<file path="src/rtl/mem_arbiter_pkg.sv">
// -----------------------------------------------------------------------------
// mem_arbiter_pkg
// Shared definitions for the memory-port arbiter:
//   - arb_state_e          : FSM state encoding (IDLE / FETCH / DATA)
//   - DEFAULT_WIDTH        : default address/data width of every bus
//   - DEFAULT_STARVE_LIMIT : default number of consecutive data grants that
//                            fetch may lose before it is forced to win
//   - cnt_bits()           : counter width able to hold 0..limit
// -----------------------------------------------------------------------------
package mem_arbiter_pkg;

    localparam int DEFAULT_WIDTH        = 32;
    localparam int DEFAULT_STARVE_LIMIT = 4;

    typedef enum logic [1:0] {
        IDLE  = 2'd0,
        FETCH = 2'd1,
        DATA  = 2'd2
    } arb_state_e;

    function automatic int cnt_bits(input int limit);
        return (limit < 1) ? 1 : $clog2(limit + 1);
    endfunction

endpackage

</file>
<file path="src/rtl/arb_starve_counter.sv">
// -----------------------------------------------------------------------------
// arb_starve_counter
// Saturating count of data grants made while fetch was waiting.
// Ports:
//   clk, rst  : clock, synchronous active-high reset
//   inc       : a data grant was made while fetch was requesting
//   clr       : a fetch grant was made (clear has priority over inc)
//   at_limit  : count has reached LIMIT; fetch must win the next arbitration
// -----------------------------------------------------------------------------
module arb_starve_counter
    import mem_arbiter_pkg::*;
#(
    parameter int LIMIT = DEFAULT_STARVE_LIMIT,
    parameter int CW    = cnt_bits(LIMIT)
) (
    input  logic clk,
    input  logic rst,
    input  logic inc,
    input  logic clr,
    output logic at_limit
);

    logic [CW-1:0] cnt;

    assign at_limit = (cnt >= CW'(LIMIT));

    // NOTE: sequential state is written with non-blocking assignments only, so
    // every flop samples the pre-edge value of every other flop.
    always_ff @(posedge clk) begin
        if (rst) begin
            cnt <= '0;
        end else if (clr) begin
            cnt <= '0;
        end else if (inc && !at_limit) begin
            cnt <= cnt + 1'b1;
        end
    end

endmodule

</file>
<file path="src/rtl/mem_arbiter.sv">
// -----------------------------------------------------------------------------
// mem_arbiter
// Shares one memory port between instruction fetch (read-only) and the
// load/store unit (read/write). One memory access is outstanding at a time;
// data normally wins, but after STARVE_LIMIT consecutive data grants taken
// while fetch waited, fetch is forced to win.
// Ports:
//   clk, rst                       : clock, synchronous active-high reset
//   if_req/if_addr/if_flush        : fetch request, address, jump (squash)
//   if_data/if_valid/if_delay      : fetch result, 1-cycle valid, stall
//   d_req/d_we/d_addr/d_wdata      : load/store request
//   d_rdata/d_valid/d_delay        : load result, 1-cycle completion, stall
//   m_addr/m_wdata/m_read/m_write  : registered memory request, held until
//                                    m_ready
//   m_rdata/m_ready                : memory response
// -----------------------------------------------------------------------------
module mem_arbiter
    import mem_arbiter_pkg::*;
#(
    parameter int width        = DEFAULT_WIDTH,
    parameter int STARVE_LIMIT = DEFAULT_STARVE_LIMIT
) (
    input  logic             clk,
    input  logic             rst,
    // fetch side
    input  logic             if_req,
    input  logic [width-1:0] if_addr,
    input  logic             if_flush,
    output logic [width-1:0] if_data,
    output logic             if_valid,
    output logic             if_delay,
    // data side
    input  logic             d_req,
    input  logic             d_we,
    input  logic [width-1:0] d_addr,
    input  logic [width-1:0] d_wdata,
    output logic [width-1:0] d_rdata,
    output logic             d_valid,
    output logic             d_delay,
    // memory side
    output logic [width-1:0] m_addr,
    output logic [width-1:0] m_wdata,
    output logic             m_read,
    output logic             m_write,
    input  logic [width-1:0] m_rdata,
    input  logic             m_ready
);

    arb_state_e state, state_nxt;
    logic       grant_d, grant_f, done;
    logic       squash;
    logic       at_limit;

    arb_starve_counter #(.LIMIT(STARVE_LIMIT)) u_starve (
        .clk      (clk),
        .rst      (rst),
        .inc      (grant_d & if_req),
        .clr      (grant_f),
        .at_limit (at_limit)
    );

    // Stalls fall in the same cycle the requester's result is presented.
    assign if_delay = if_req & ~if_valid;
    assign d_delay  = d_req  & ~d_valid;

    always_ff @(posedge clk) begin
        if (rst) begin
            state <= IDLE;
        end else begin
            state <= state_nxt;
        end
    end

    // NOTE: every output of this block gets a default before the case, so no
    // path leaves a signal unassigned and no latch is inferred.
    always_comb begin
        state_nxt = state;
        grant_d   = 1'b0;
        grant_f   = 1'b0;
        done      = 1'b0;
        unique case (state)
            IDLE: begin
                if (d_req && (!if_req || !at_limit)) begin
                    grant_d   = 1'b1;
                    state_nxt = DATA;
                end else if (if_req) begin
                    grant_f   = 1'b1;
                    state_nxt = FETCH;
                end
            end
            FETCH, DATA: begin
                if (m_ready) begin
                    done      = 1'b1;
                    state_nxt = IDLE;
                end
            end
            default: state_nxt = IDLE;
        endcase
    end

    always_ff @(posedge clk) begin
        if (rst) begin
            m_addr   <= '0;
            m_wdata  <= '0;
            m_read   <= 1'b0;
            m_write  <= 1'b0;
            if_data  <= '0;
            if_valid <= 1'b0;
            d_rdata  <= '0;
            d_valid  <= 1'b0;
            squash   <= 1'b0;
        end else begin
            if_valid <= 1'b0;
            d_valid  <= 1'b0;

            if (grant_d) begin
                m_addr  <= d_addr;
                m_wdata <= d_wdata;
                m_write <= d_we;
                m_read  <= ~d_we;
            end else if (grant_f) begin
                m_addr <= if_addr;
                m_read <= 1'b1;
            end

            if (done) begin
                m_read  <= 1'b0;
                m_write <= 1'b0;
                if (state == FETCH) begin
                    if_data  <= m_rdata;
                    // A jump arriving on the completing edge also drops the result.
                    if_valid <= ~(squash | if_flush);
                end else begin
                    // m_write still holds the latched direction of this access.
                    if (!m_write) begin
                        d_rdata <= m_rdata;
                    end
                    d_valid <= 1'b1;
                end
            end

            if (done) begin
                squash <= 1'b0;
            end else if (state == FETCH && if_flush) begin
                squash <= 1'b1;
            end
        end
    end

endmodule

</file>
<file path="config.mk">
export PLATFORM = sky130hd
export DESIGN_NAME = mem_arbiter
export DESIGN_NICKNAME = d
export VERILOG_FILES = /design/src/rtl/mem_arbiter_pkg.sv /design/src/rtl/arb_starve_counter.sv /design/src/rtl/mem_arbiter.sv
export SDC_FILE = /design/constraint.sdc
export NUM_CORES = 1
export LEC_CHECK = 0
export CORE_MARGIN = 4
export CORE_UTILIZATION = 37
export DETAILED_ROUTE_END_ITERATION = 16
export PLACE_DENSITY = 0.9
export SETUP_SLACK_MARGIN = 0.02
export SYNTH_ARGS = -nofsm -noshare
export SYNTH_HDL_FRONTEND = slang
export SYNTH_SLANG_ARGS = --single-unit
</file>
<file path="constraint.sdc">
create_clock -name clk -period 1.4 [get_ports clk]
set_clock_uncertainty 0.1 [all_clocks]
set_input_delay 0.28 -clock clk [delete_from_list [all_inputs] [get_ports clk]]
set_output_delay 0.28 -clock clk [all_outputs]
set_load 0.005 [all_outputs]
</file>
==> impl_metrics.py, run 1 <==
metrics = {
    "die": {
        "dieArea_um2": 16700,
        "start_util": 0.376,
        "num_rows": 44,
        "io_pins": 269,
        "fp.dieH_um": 129,
        "core-area_um2": 14500,
        "chipWidth_um": 129,
    },
    "critical_path": {
        "critPathRequiredTime_ns": 1.61,
        "critPathTopFamily": "compound AO/OA/AOI/OAI gates",
        "crit_path_end_kind": "register",
        "crit_chain": "inv_2 > ha_4 > o21a_4 > buf_6 > buf_12 > o21bai_1 > a31oi_1",
        "crit_buf_inv": 3,
        "worstSetupPathType": "register to register",
        "cp-start-kind": "register",
        "cp_max_fo": 7,
        "worstPathArrival_ns": 1.78,
        "crit_path_max_incr_delay_ns": 0.34,
        "slowest_stage": "dfxtp_2",
    },
    "timing": {
        "grt_setup_unrepaired": "true",
        "worstMarginPinSlew_ns": 0.395,
        "hold_viol_final": 0,
        "finalCritPeriodShare": 1.12,
        "setup_ws_ns": -0.169,
        "finalWorstPathRequiredPeriod_ns": 1.57,
        "drv_slew": 0,
        "slew_headroom": 0.737,
        "setup_violations": 102,
        "fmax_mhz": 637,
    },
    "synth": {
        "synth.ff_latch_count": 138,
        "yosys_warnings": 0,
        "syn_area_um2": 5450,
        "synth-seq-area-share": 0.507,
        "yosysUniqueCellTypes": 33,
        "synthCells": 667,
        "synth_nets": 806,
        "syn_area_per_cell_um2": 8.17,
    },
    "grt": {
        "antenna_found_initial": 0,
        "grt_busiest_layer": "met2",
        "grt_pass1_wl_um": 30000,
        "grt_pass1_vias": 5811,
        "met2_usage": 0.392,
        "grt_use_met3": 0.0746,
        "grt_overflow_total": 0,
        "grt_start_max_net_pins": 72,
        "track_usage": 0.228,
        "grtUsageMet1": 0.250,
    },
    "place": {
        "dpl.hpwl_um": 12900,
        "placed_cells": 1082,
        "place_congestion": 0.805,
        "numPortBuffers": 268,
    },
    "drt": {
        "routedWlPerCell_um": 18.9,
        "routed_wirelength_um": 21400,
        "vias": 6093,
        "drt_iter0_drc": 362,
        "first_pass_iters": 5,
        "avgViaCountPerCell": 5.36,
        "ant_nets": 0,
        "drc": 0,
    },
    "finish": {
        "nNetsFinal": 1078,
        "drive_gt1_frac": 0.292,
        "antennaDiodeCount": 0,
        "stdcell_count": 1136,
        "final_cell_mix": "131 x clkdlybuf4s50_1, 130 x nand2_1, 99 x dfxtp_1",
        "fill_cells": 1132,
        "syn_to_final_growth_pct": 74.3,
        "final_common_cell": "clkdlybuf4s50_1",
    },
    "pwr": {
        "power_density_nw_per_um2": 1220,
        "power.total_mw": 11.6,
        "vdd_drop_max_mv": 0.783,
        "p_leak_nw": 3.63,
    },
    "clocking": {
        "cts_root_buf": "clkbuf_16",
        "clock_sinks": 138,
        "clk_pin_slew_ns": 0.06,
        "htreeDepth": 4,
        "cts_buffer_depth": 2,
        "cts_buffers": 17,
        "cts_tree": "yes",
        "worstSkewPairLatency_ns": 0.41,
    },
    "flow_run": {
        "cap_viol_max_count": 0,
    },
    "run_status": {
        "status": "complete, but fails checks",
        "violations": "negative setup slack",
    },
    "min_path": {
        "hp-class": "input pin to register",
    },
}
metal layers:
metal,share of wire,vias up,routed length (um)
met4,0.044,0,944
met5,0,-,0
met2,0.51,299,10900
li1,-,2865,-
met3,0.080,70,1700
met1,0.37,2859,7820
cells in the mapped netlist, drive strengths merged:
library cell / instances / share of area
mux2i: 1 / 0.0018
dfxtp: 138 / 0.51
and4b: 1 / 0.0018
ha: 4 / 0.0092
clkbuf: 31 / 0.023
o21a: 1 / 0.0014
a21oi: 100 / 0.092
o21bai: 32 / 0.044
nand2: 130 / 0.090
nor2: 5 / 0.0034
buf: 35 / 0.038
a21boi: 1 / 0.0021
nor2b: 3 / 0.0034
a21bo: 1 / 0.0018
or2: 1 / 0.0011
nand4bb: 1 / 0.0021
inv: 5 / 0.0034
and3: 1 / 0.0011
nand3: 66 / 0.061
nor4: 1 / 0.0011
nand4: 2 / 0.0023
o21ai: 67 / 0.062
nor3: 1 / 0.00092
nand2b: 2 / 0.0023
and4bb: 1 / 0.0023
a31oi: 32 / 0.037
nor3b: 2 / 0.0028
a22oi: 2 / 0.0028
flip-flops by register name (all words and copies together) (netlist names):
register,cells
d_rdata,32
m_write,1
squash,1
m_read,1
m_addr,32
d_valid,1
if_data,32
if_valid,1
m_wdata,32
u_starve.cnt,3
state,2
tightest hold or removal path, stage by stage:
cell,delay [ns]
buf_4,0.14
nand2b_4,0.17
a21oi_2,0.04
metrics by stage:
step           hold WS, ns  utilization  TNS, ns  cell area (um2)  worst slack [ns]
4_1_cts              0.164        0.645    -4.21             9340            -0.125
3_3_place_gp         0.303        0.586   -49.38             8480            -0.592
3_5_place_dp         0.316        0.586   -53.48             8480            -0.611
5_1_grt              0.149        0.656   -14.49             9490            -0.230
6_report             0.166        0.656    -8.74             9490            -0.169
2_1_floorplan        0.259            -        0             5560           0.00463
worst paths after layout:
check	from	endpoint	slack (ns)	cells past startpoint
max	state[0]	m_addr[26]	-0.17	7
min	rst	m_write	0.17	3
max reg2reg	state[0]	m_addr[26]	-0.17	7
min reg2reg	squash	if_valid	0.34	1
where the power goes:
part | switching, mW | internal [mW]
logic | 1.24 | 1.40
clock network | 1.79 | 2.73
registers | 0.167 | 4.23
total | 3.19 | 8.36
repair_timing:
action | 4_1_cts | 5_1_grt
buffers inserted | 9 | 5
endpoints found under the setup margin | 266 | 237
hold buffers | 0 | 0
pin swaps | 3 | 5
resized for setup | 292 | 212
cloned | 5 | 6
cell families (layout without fill, tap and decap cells):
kind of cell | Yosys count | count (layout) | share of synthesized area
AOI/OAI and AO/OA | 236 | 236 | 0.242
adders and majority gates | 4 | 4 | 0.00919
buffers and inverters | 71 | 356 | 0.0643
DFF | 138 | 138 | 0.507
muxes | 1 | 1 | 0.00184
and+or+nand+nor | 217 | 217 | 0.175
area by class of cell:
type                       instances  area [um2]  share of cell area
timing repair buffer             319        3120               0.328
sequential                       138        2810               0.296
multi-input combinational        458        2720               0.286
clock buffer                      19         453              0.0477
tap                              184         230              0.0243
clock inverter                    13         143              0.0150
inverter                           5        21.3             0.00224
No activity file was read; power rests on OpenSTA's default activity.
==> inputs of run 2 (changes only) <==
--- a/config.mk
+++ b/config.mk
@@ -9,6 +9,7 @@
 export CORE_UTILIZATION = 37
 export DETAILED_ROUTE_END_ITERATION = 16
 export PLACE_DENSITY = 0.9
+export REMOVE_ABC_BUFFERS = 1
 export SETUP_SLACK_MARGIN = 0.02
 export SYNTH_ARGS = -nofsm -noshare
 export SYNTH_HDL_FRONTEND = slang
==> constraint.sdc (replaced) <==
create_clock -name clk -period 1.44 [get_ports clk]
set_clock_uncertainty 0.1 [all_clocks]
set_input_delay 0.288 -clock clk [delete_from_list [all_inputs] [get_ports clk]]
set_output_delay 0.288 -clock clk [all_outputs]
set_load 0.005 [all_outputs]
==> run 2 against run 1 <==
- the run still ends with negative setup slack left
- critical path depth unchanged
- global-route usage grew 0.63 points
- clock power rose by 2%
- sequential cell count unchanged
- critical path type unchanged
- critical endpoint is now d_rdata[12]
- largest cell class unchanged
==> impl_metrics.py, run 2 (same netlist as run 1, synthesis figures left out) <==
metrics = {
    "run_status": {
        "status": "complete, but fails checks",
        "violations": "negative setup slack",
    },
    "min_path": {
        "hp-class": "input pin to register",
        "min_from": "rst",
    },
    "drt": {
        "drt_iter0_drc": 532,
        "drc": 0,
        "first_pass_iters": 5,
        "vias": 6152,
        "routedWlPerCell_um": 19.0,
        "ant_nets": 0,
        "avgViaCountPerCell": 5.34,
        "routed_wirelength_um": 21900,
    },
    "place": {
        "pre_cts_slack_ns": -0.443,
        "dpl.hpwl_um": 13500,
        "place_congestion": 0.866,
        "placed_cells": 1098,
        "numPortBuffers": 268,
        "place_area_um2": 8590,
    },
    "timing": {
        "slew_headroom": 0.757,
        "setup_violations": 65,
        "fmax_mhz": 618,
        "worstMarginPinSlew_ns": 0.365,
        "finalCritPeriodShare": 1.12,
        "setup_ws_ns": -0.179,
        "drv_slew": 0,
        "hold_viol_final": 0,
        "grt_setup_unrepaired": "true",
        "finalWorstPathRequiredPeriod_ns": 1.62,
    },
    "pwr": {
        "power_density_nw_per_um2": 1170,
        "p_leak_nw": 4.02,
        "vdd_drop_max_mv": 1.16,
    },
    "finish": {
        "fin_area_um2": 9750,
        "nNetsFinal": 1095,
        "antennaDiodeCount": 0,
        "stdcell_count": 1153,
        "syn_to_final_growth_pct": 79.0,
        "final_common_cell": "clkdlybuf4s50_1",
        "postLayoutCoreUtil": 0.674,
        "drive_gt1_frac": 0.183,
        "fill_cells": 1104,
        "final_cell_mix": "131 x clkdlybuf4s50_1, 120 x dfxtp_1, 106 x nand2_1",
    },
    "die": {
        "chipWidth_um": 129,
        "dieArea_um2": 16700,
        "core-area_um2": 14500,
        "io_pins": 269,
        "start_util": 0.376,
        "num_rows": 44,
        "fp.dieH_um": 129,
    },
    "critical_path": {
        "r2r_slack_ns": -0.18,
        "worstPathArrival_ns": 1.81,
        "cp-startpoint": "state[0]",
        "cp_max_fo": 8,
        "r2r_start": "state[0]",
        "worstSetupPathType": "register to register",
        "critPathRequiredTime_ns": 1.63,
        "crit_path_end_kind": "register",
        "cp-start-kind": "register",
    },
    "clocking": {
        "htreeDepth": 4,
        "cts_buffer_depth": 2,
        "cts_tree": "yes",
        "postCtsHoldBufs": 0,
        "cts_buffers": 17,
        "worstSkewPairLatency_ns": 0.41,
        "clk_pin_slew_ns": 0.06,
        "clock_sinks": 138,
        "cts_root_buf": "clkbuf_16",
    },
    "grt": {
        "track_usage": 0.234,
        "grt_overflow_total": 0,
        "antenna_found_initial": 0,
        "grt_pass1_vias": 5903,
        "grt_pass1_wl_um": 30600,
        "grt_start_max_net_pins": 76,
    },
    "flow_run": {
        "cap_viol_max_count": 0,
    },
}
-- run 2: cell types whose count changed in the layout (fill, tap and decap cells not counted), moves of 18 or more --
cell	previous run	this run
dfxtp_1	99	120
a21oi_2	26	7
nand2_2	0	18
a21oi_1	74	93
dlygate4sd2_1	2	82
nand2_1	130	106
dfxtp_2	38	18
clkbuf_2	70	7
-- run 2: path summary, 6_finish.rpt --
path / depth (start not counted) / endpoint
setup / recovery: 7 / d_rdata[12]
hold / removal: 2 / d_rdata[4]
setup reg to reg: 7 / d_rdata[12]
hold reg to reg: 1 / if_valid
-- run 2: stage by stage --
stage | setup TNS [ns] | hold WS (ns) | power, mW
finish | -7.36 | 0.0918 | 11.4
floorplan | -142.65 | 0.257 | 5.01
detailed placement | -41.37 | 0.312 | 6.52
global placement | -37.60 | 0.305 | 6.46
global route | -11.52 | 0.0950 | 11.8
CTS | -7.24 | 0.0750 | 11.2
-- run 2: report_power, final --
group | internal, mW | total, mW | switching, mW
Combinational | 1.39 | 2.54 | 1.15
Sequential | 4.10 | 4.24 | 0.141
Clock | 2.90 | 4.60 | 1.70
-- run 2: final cells by class --
class / instances / area [um2] / area share
clock buffers: 17 / 425 / 0.0436
multi-input cells: 459 / 2550 / 0.261
well taps: 184 / 230 / 0.0236
inverters: 5 / 23.8 / 0.00244
clock inverters: 15 / 198 / 0.0203
repair buffers: 335 / 3540 / 0.363
flip-flops and latches: 138 / 2790 / 0.286
-- run 2: worst max-delay path, stage by stage (launching register included) --
cell and delay [ns]:
dfxtp_2 0.34, inv_2 0.05, ha_4 0.28, buf_6 0.10, nand4bb_4 0.20, clkbuf_16 0.25, nand2_1 0.10, a21oi_2 0.07
-- run 2: what timing repair did --
item	CTS	global route
setup buffers	3	6
resized for setup	187	113
pin swaps	8	17
gates cloned	6	9
setup endpoints to repair	267	137
-- run 2: routing by layer --
layer  vias up  part of all wire  track usage  wire [um]
met1      2940              0.39        0.277       8450
li1       2897                 -            -          -
met2       268              0.51        0.401      11200
met4         0             0.031        0.110        669
met3        47             0.074       0.0540       1620
met5         -                 0            0          0
==> inputs of run 3 (changes only) <==
--- a/config.mk
+++ b/config.mk
@@ -5,6 +5,7 @@
 export SDC_FILE = /design/constraint.sdc
 export NUM_CORES = 1
 export LEC_CHECK = 0
+export CAP_MARGIN = 20
 export CORE_MARGIN = 4
 export CORE_UTILIZATION = 37
 export DETAILED_ROUTE_END_ITERATION = 16
==> results of run 3 <==
Final layout, timing and power as in run 2 (identical DEF).
